`config.mk`:
```
export PLATFORM = sky130hd
export DESIGN_NAME = dispram_rd_arbiter_flat
export DESIGN_NICKNAME = d
export VERILOG_FILES = /design/src/rtl/dispram_rd_if.sv /design/src/rtl/dispram_rd_arbiter.sv /design/src/flat_wrapper.sv
export SDC_FILE = /design/constraint.sdc
export NUM_CORES = 1
export LEC_CHECK = 0
export BUFFER_PORTS_ARGS = -buffer_cell sky130_fd_sc_hd__buf_2
export CAP_MARGIN = 20
export CORE_AREA = 4 4 83 85
export CTS_BUF_LIST = sky130_fd_sc_hd__clkbuf_16
export DETAILED_ROUTE_END_ITERATION = 8
export DIE_AREA = 0 0 87 89
export GPL_ROUTABILITY_DRIVEN = 1
export PLACE_DENSITY = 0.74
export SLEW_MARGIN = 20
export SYNTH_ARGS = -nofsm -noshare
export SYNTH_HDL_FRONTEND = slang
export SYNTH_SLANG_ARGS = --single-unit
```
`constraint.sdc`:
```
create_clock -name i_clk -period 2.4 [get_ports i_clk]
set_clock_uncertainty 0.2 [all_clocks]
set_input_delay 0.24 -clock i_clk [delete_from_list [all_inputs] [get_ports i_clk]]
set_output_delay 0.24 -clock i_clk [all_outputs]
set_load 0.01 [all_outputs]
```
`src/rtl/dispram_rd_if.sv`:
```
// Bundle of the frame-RAM port B read path: scanout requester, aux requester
// and the RAM-side address/data pins.
interface dispram_rd_if #(
  parameter int ADDR_W = 19,
  parameter int DATA_W = 12
);
  logic              disp_req;
  logic [ADDR_W-1:0] disp_addr;
  logic              disp_valid;
  logic [DATA_W-1:0] disp_data;
  logic              aux_req;
  logic [ADDR_W-1:0] aux_addr;
  logic              aux_gnt;
  logic              aux_valid;
  logic [DATA_W-1:0] aux_data;
  logic              aux_err;
  logic              aux_starved;
  logic [ADDR_W-1:0] ram_addr;
  logic [DATA_W-1:0] ram_dout;

  modport slave (
    input  disp_req, disp_addr, aux_req, aux_addr, ram_dout,
    output disp_valid, disp_data, aux_gnt, aux_valid, aux_data, aux_err,
           aux_starved, ram_addr
  );

  modport master (
    output disp_req, disp_addr, aux_req, aux_addr, ram_dout,
    input  disp_valid, disp_data, aux_gnt, aux_valid, aux_data, aux_err,
           aux_starved, ram_addr
  );
endinterface

```
`src/rtl/dispram_rd_arbiter.sv`:
```
// Fixed-priority arbiter for frame-RAM port B: scanout always wins, aux reads
// fill idle cycles; a tag pipeline steers returning data to its requester.
module dispram_rd_arbiter #(
  parameter int ADDR_W       = 19,
  parameter int DATA_W       = 12,
  parameter int DEPTH        = 307200,
  parameter int RD_LAT       = 2,
  parameter int STARVE_LIMIT = 16
) (
  input  logic        i_clk,
  input  logic        i_rst_n,
  dispram_rd_if.slave bus
);
  typedef enum logic [1:0] {TAG_NONE, TAG_DISP, TAG_AUX, TAG_ERR} tag_e;

  localparam int                 CNT_W   = $clog2(STARVE_LIMIT + 1);
  localparam logic [ADDR_W:0]    DEPTH_L = (ADDR_W+1)'(DEPTH);
  localparam logic [CNT_W-1:0]   CNT_MAX = CNT_W'(STARVE_LIMIT);
  localparam logic [CNT_W-1:0]   CNT_HIT = CNT_W'(STARVE_LIMIT - 1);

  logic              w_gnt, w_ld, w_wait;
  logic [ADDR_W-1:0] w_addr;
  tag_e              w_tag, w_out_tag;

  logic [ADDR_W-1:0]      r_ram_addr;
  logic [RD_LAT:0][1:0]   r_tag_pipe;
  logic                   r_disp_valid, r_aux_valid, r_aux_err;
  logic [DATA_W-1:0]      r_disp_data, r_aux_data;
  logic [CNT_W-1:0]       r_cnt;

  always_comb begin
    w_gnt  = 1'b0;
    w_ld   = 1'b0;
    w_tag  = TAG_NONE;
    w_addr = bus.disp_addr;
    if (bus.disp_req) begin
      w_ld  = 1'b1;
      w_tag = TAG_DISP;
    end else if (bus.aux_req) begin
      w_gnt  = 1'b1;
      w_addr = bus.aux_addr;
      // Out-of-range aux reads never touch the RAM; the error rides the tag pipe.
      if ({1'b0, bus.aux_addr} < DEPTH_L) begin
        w_ld  = 1'b1;
        w_tag = TAG_AUX;
      end else begin
        w_tag = TAG_ERR;
      end
    end
    if (!i_rst_n) w_gnt = 1'b0;
  end

  assign w_wait    = i_rst_n & bus.aux_req & ~w_gnt;
  assign w_out_tag = tag_e'(r_tag_pipe[RD_LAT]);

  always_ff @(posedge i_clk or negedge i_rst_n) begin
    if (!i_rst_n) begin
      r_ram_addr   <= '0;
      r_tag_pipe   <= '0;
      r_disp_valid <= 1'b0;
      r_aux_valid  <= 1'b0;
      r_aux_err    <= 1'b0;
      r_disp_data  <= '0;
      r_aux_data   <= '0;
      r_cnt        <= '0;
    end else begin
      if (w_ld) r_ram_addr <= w_addr;
      r_tag_pipe[0] <= w_tag;
      for (int i = 1; i <= RD_LAT; i++) r_tag_pipe[i] <= r_tag_pipe[i-1];

      r_disp_valid <= (w_out_tag == TAG_DISP);
      r_aux_valid  <= (w_out_tag == TAG_AUX) || (w_out_tag == TAG_ERR);
      r_aux_err    <= (w_out_tag == TAG_ERR);
      if (w_out_tag == TAG_DISP) r_disp_data <= bus.ram_dout;
      if (w_out_tag == TAG_AUX)  r_aux_data  <= bus.ram_dout;
      if (w_out_tag == TAG_ERR)  r_aux_data  <= '0;

      if (!w_wait)              r_cnt <= '0;
      else if (r_cnt != CNT_MAX) r_cnt <= r_cnt + 1'b1;
    end
  end

  assign bus.aux_gnt     = w_gnt;
  assign bus.aux_starved = w_wait && (r_cnt == CNT_HIT);
  assign bus.ram_addr    = r_ram_addr;
  assign bus.disp_valid  = r_disp_valid;
  assign bus.disp_data   = r_disp_data;
  assign bus.aux_valid   = r_aux_valid;
  assign bus.aux_data    = r_aux_data;
  assign bus.aux_err     = r_aux_err;
endmodule

```
`src/flat_wrapper.sv`:
```
// flat-port wrapper written by rule: the top's interface ports become plain ports
module dispram_rd_arbiter_flat 
#(
  parameter int ADDR_W       = 19,
  parameter int DATA_W       = 12,
  parameter int DEPTH        = 307200,
  parameter int RD_LAT       = 2,
  parameter int STARVE_LIMIT = 16
)
  (i_clk, i_rst_n, bus_disp_req, bus_disp_addr, bus_aux_req, bus_aux_addr, bus_ram_dout, bus_disp_valid, bus_disp_data, bus_aux_gnt, bus_aux_valid, bus_aux_data, bus_aux_err, bus_aux_starved, bus_ram_addr);
  dispram_rd_if #(.ADDR_W(ADDR_W), .DATA_W(DATA_W)) bus_i ();
  input  logic i_clk;
  input  logic i_rst_n;
  input wire logic [$bits(bus_i.disp_req)-1:0] bus_disp_req;
  input wire logic [$bits(bus_i.disp_addr)-1:0] bus_disp_addr;
  input wire logic [$bits(bus_i.aux_req)-1:0] bus_aux_req;
  input wire logic [$bits(bus_i.aux_addr)-1:0] bus_aux_addr;
  input wire logic [$bits(bus_i.ram_dout)-1:0] bus_ram_dout;
  output wire logic [$bits(bus_i.disp_valid)-1:0] bus_disp_valid;
  output wire logic [$bits(bus_i.disp_data)-1:0] bus_disp_data;
  output wire logic [$bits(bus_i.aux_gnt)-1:0] bus_aux_gnt;
  output wire logic [$bits(bus_i.aux_valid)-1:0] bus_aux_valid;
  output wire logic [$bits(bus_i.aux_data)-1:0] bus_aux_data;
  output wire logic [$bits(bus_i.aux_err)-1:0] bus_aux_err;
  output wire logic [$bits(bus_i.aux_starved)-1:0] bus_aux_starved;
  output wire logic [$bits(bus_i.ram_addr)-1:0] bus_ram_addr;
  assign bus_i.disp_req = bus_disp_req;
  assign bus_i.disp_addr = bus_disp_addr;
  assign bus_i.aux_req = bus_aux_req;
  assign bus_i.aux_addr = bus_aux_addr;
  assign bus_i.ram_dout = bus_ram_dout;
  assign bus_disp_valid = bus_i.disp_valid;
  assign bus_disp_data = bus_i.disp_data;
  assign bus_aux_gnt = bus_i.aux_gnt;
  assign bus_aux_valid = bus_i.aux_valid;
  assign bus_aux_data = bus_i.aux_data;
  assign bus_aux_err = bus_i.aux_err;
  assign bus_aux_starved = bus_i.aux_starved;
  assign bus_ram_addr = bus_i.ram_addr;
  dispram_rd_arbiter #(.ADDR_W(ADDR_W), .DATA_W(DATA_W), .DEPTH(DEPTH), .RD_LAT(RD_LAT), .STARVE_LIMIT(STARVE_LIMIT)) u_core (.i_clk(i_clk), .i_rst_n(i_rst_n), .bus(bus_i));
endmodule
```
==> flow_summary.ini <==
[final_layout]
fin_util = 0.552
multi_input_area_sq_um = 872
final_cell_area_sq_um = 3420
layout-drive-gt1-share = 0.401
regArea_sq_um = 1430
syn2layout_area_growth_pct = 37.9
n_antenna_cell = 0
fillers = 553
nets = 384

[floorplan]
io-pin-count = 102
core_sq_um = 6200
core.rowCount = 29
initial_core_util = 0.400
dieArea_sq_um = 7740
die_h_microns = 89
die_w_microns = 87

[drt]
wl_microns = 5740
firstDrtPassIters = 5
vias = 1996
routed_via_density = 4.88
drc = 0
post_drt_wl_per_cell_microns = 14.0
ant_nets = 0
drt-initial-drc-count = 70

[pwr]
p_leak_uw = 0.00166
seqPwrFrac = 0.408
ir_worst_vdd_mv = 0.416
switchingPower_uw = 692
power_density_nw_per_um2 = 802
p_int_uw = 2050
power.total_uw = 2740
pwr-share-comb = 0.145
p_clk_frac = 0.447
sw_frac_of_total = 0.252

[clock_tree]
cts_tree = done
cts_made_buffers = 9
root_buffer = clkbuf_16
cts-htree-levels = 3
clk_path_buf_depth = 2
cts.sinks = 57
path_clk_slew_ps = 50
clk_latency_ps = 310

[timing]
min_period_ps = 1990
min_period_over_period = 0.828
setup_violations = 0
worstMarginPinSlew_ps = 878
setup_tns_ps = 0
slew_viol_final = 0
rsz0062_at_grt = false
max_freq_mhz = 503
max-slew-margin-rel = 0.414
hold_violations = 0

[run]
maxCapViolations = 0

[place]
place_congestion = 0.814
io_buffers = 101
placed_area_sq_um = 3000
dp_hpwl_microns = 3880

[synth]
synth.top_cell.area_share = 0.575
syn_nets = 271
ys_warn_count = 0
synth_seq_cells = 57
synth_cell_types = 28
syn_area_sq_um = 2480
synth_area_leaders = dfrtp_1 (57%), mux2i_1 (7.7%), a32oi_1 (6.4%)
syn_avg_cell_area_sq_um = 11.6
synth_top_cell_by_area = dfrtp_1
postSynthCellCount = 214
ys_seq_area_frac = 0.575

[global_route]
grt_pass1_wl_microns = 9400
antenna_found_initial = 0
grt_max_degree = 58
grt_usage = 0.155
first_global_vias = 1997
grt_overflow = 0

[hold_path]
whs_path_depth = 3
hold_path.class = in2reg

[setup_path]
end_kind = primary output
arrival_ps = 1550
r2r_cells = 3
worstSetupStartpointType = input pin
cp.required_ps = 1960
worstPathMaxFanout = 25
critPathKind = in2out

[run_status]
status = completed
[kinds of logic (layout without fill, tap and decap cells)]
kind of cell	after synthesis	after routing	share of synthesized area
adder cells (fa/ha/maj)	3	3	0.0151
AO/OA/AOI/OAI	39	39	0.111
XOR/XNOR	3	3	0.0106
buffers and inverters	34	152	0.0741
flip-flops	57	57	0.575
multiplexers	31	31	0.131
AND/OR/NAND/NOR	47	47	0.0832
[timing repair]
item | CTS | global route
buffers inserted | 0 | 0
endpoints found under the hold margin | 81 | 0
resized for setup | 0 | 0
hold buffers | 13 | 0
[flip-flops by register name (all words and copies together) (netlist names)]
signal,flops
u_core.w_out_tag,2
u_core.bus.disp_valid,1
u_core.r_cnt,5
u_core.bus.aux_valid,1
u_core.bus.disp_data,12
u_core.bus.aux_err,1
u_core.bus.ram_addr,19
u_core.r_tag_pipe,4
u_core.bus.aux_data,12
[cells in the mapped netlist, drive strengths merged]
library cell / number
a21o: 2
a21oi: 3
a32oi: 18
and2: 2
and3: 1
and4bb: 1
buf: 9
clkbuf: 5
dfrtp: 57
ha: 3
inv: 20
mux2: 12
mux2i: 19
nand2: 13
nand2b: 2
nand3: 2
nor2: 23
nor2b: 1
nor3: 1
o211ai: 1
o21ai: 14
o22ai: 1
or3: 1
xnor2: 2
xor2: 1
[cell usage in the layout, fill, tap and decap left out, types with 2 or more instances in the layout]
| cell type | count |
|---|---|
| mux2i_1 | 19 |
| nand2_1 | 13 |
| xnor2_1 | 2 |
| nor2_1 | 23 |
| a21o_1 | 2 |
| dlygate4sd3_1 | 13 |
| a21oi_1 | 3 |
| o21ai_0 | 14 |
| buf_2 | 101 |
| nand3_1 | 2 |
| mux2_2 | 12 |
| clkbuf_16 | 9 |
| clkinvlp_4 | 3 |
| dfrtp_1 | 57 |
| and2_1 | 2 |
| clkinv_2 | 2 |
| nand2b_1 | 2 |
| a32oi_1 | 18 |
| buf_4 | 2 |
| inv_1 | 19 |
| ha_1 | 3 |
[stage by stage]
step	cells	hold WS (ps)	setup WS, ps
6_report	409	9.08	413
5_1_grt	409	35.2	303
4_1_cts	409	2.45	414
3_5_place_dp	380	135	420
3_3_place_gp	380	132	459
2_1_floorplan	214	-256	936
[cell type report]
type | instances | area share
clock inverter | 7 | 0.0208
tap | 77 | 0.0282
sequential | 57 | 0.417
multi-input combinational | 123 | 0.255
timing repair buffer | 116 | 0.190
clock buffer | 9 | 0.0658
inverter | 20 | 0.0234
[power groups by stage]
stage | registers [uW] | logic [uW] | clock network [uW]
finish | 1120 | 399 | 1230
global route | 1130 | 444 | 1300
CTS | 1120 | 405 | 1260
detailed placement | 1130 | 387 | 0
global placement | 1130 | 381 | 0
floorplan | 1170 | 157 | 0
[per-layer routing]
layer / wire length, microns / global-route usage / up-vias
li1: - / - / 964
met1: 2530 / 0.206 / 942
met2: 2720 / 0.247 / 82
met3: 420 / 0.0332 / 8
met4: 61 / 0.0637 / 0
met5: 0 / 0 / -
[path summary, 6_finish.rpt]
check / start / endpoint / slack [ps]
max: bus_disp_req / bus_aux_gnt / 410
min: bus_disp_addr[18] / u_core.bus.ram_addr[18] / 9
max reg2reg: u_core.w_out_tag[1] / u_core.bus.aux_data[11] / 500
min reg2reg: u_core.r_tag_pipe[3] / u_core.w_out_tag[1] / 140
max in group asynchronous: i_rst_n / u_core.bus.disp_data[11] / 1060
min in group asynchronous: i_rst_n / u_core.bus.ram_addr[18] / 480
[critical path, cell delays in order]
cell and delay [ps]:
buf_2 370, nand2b_1 440, inv_6 160, and2_1 190
buf_2 130
Note: power is estimated with default switching activity, not from simulation.
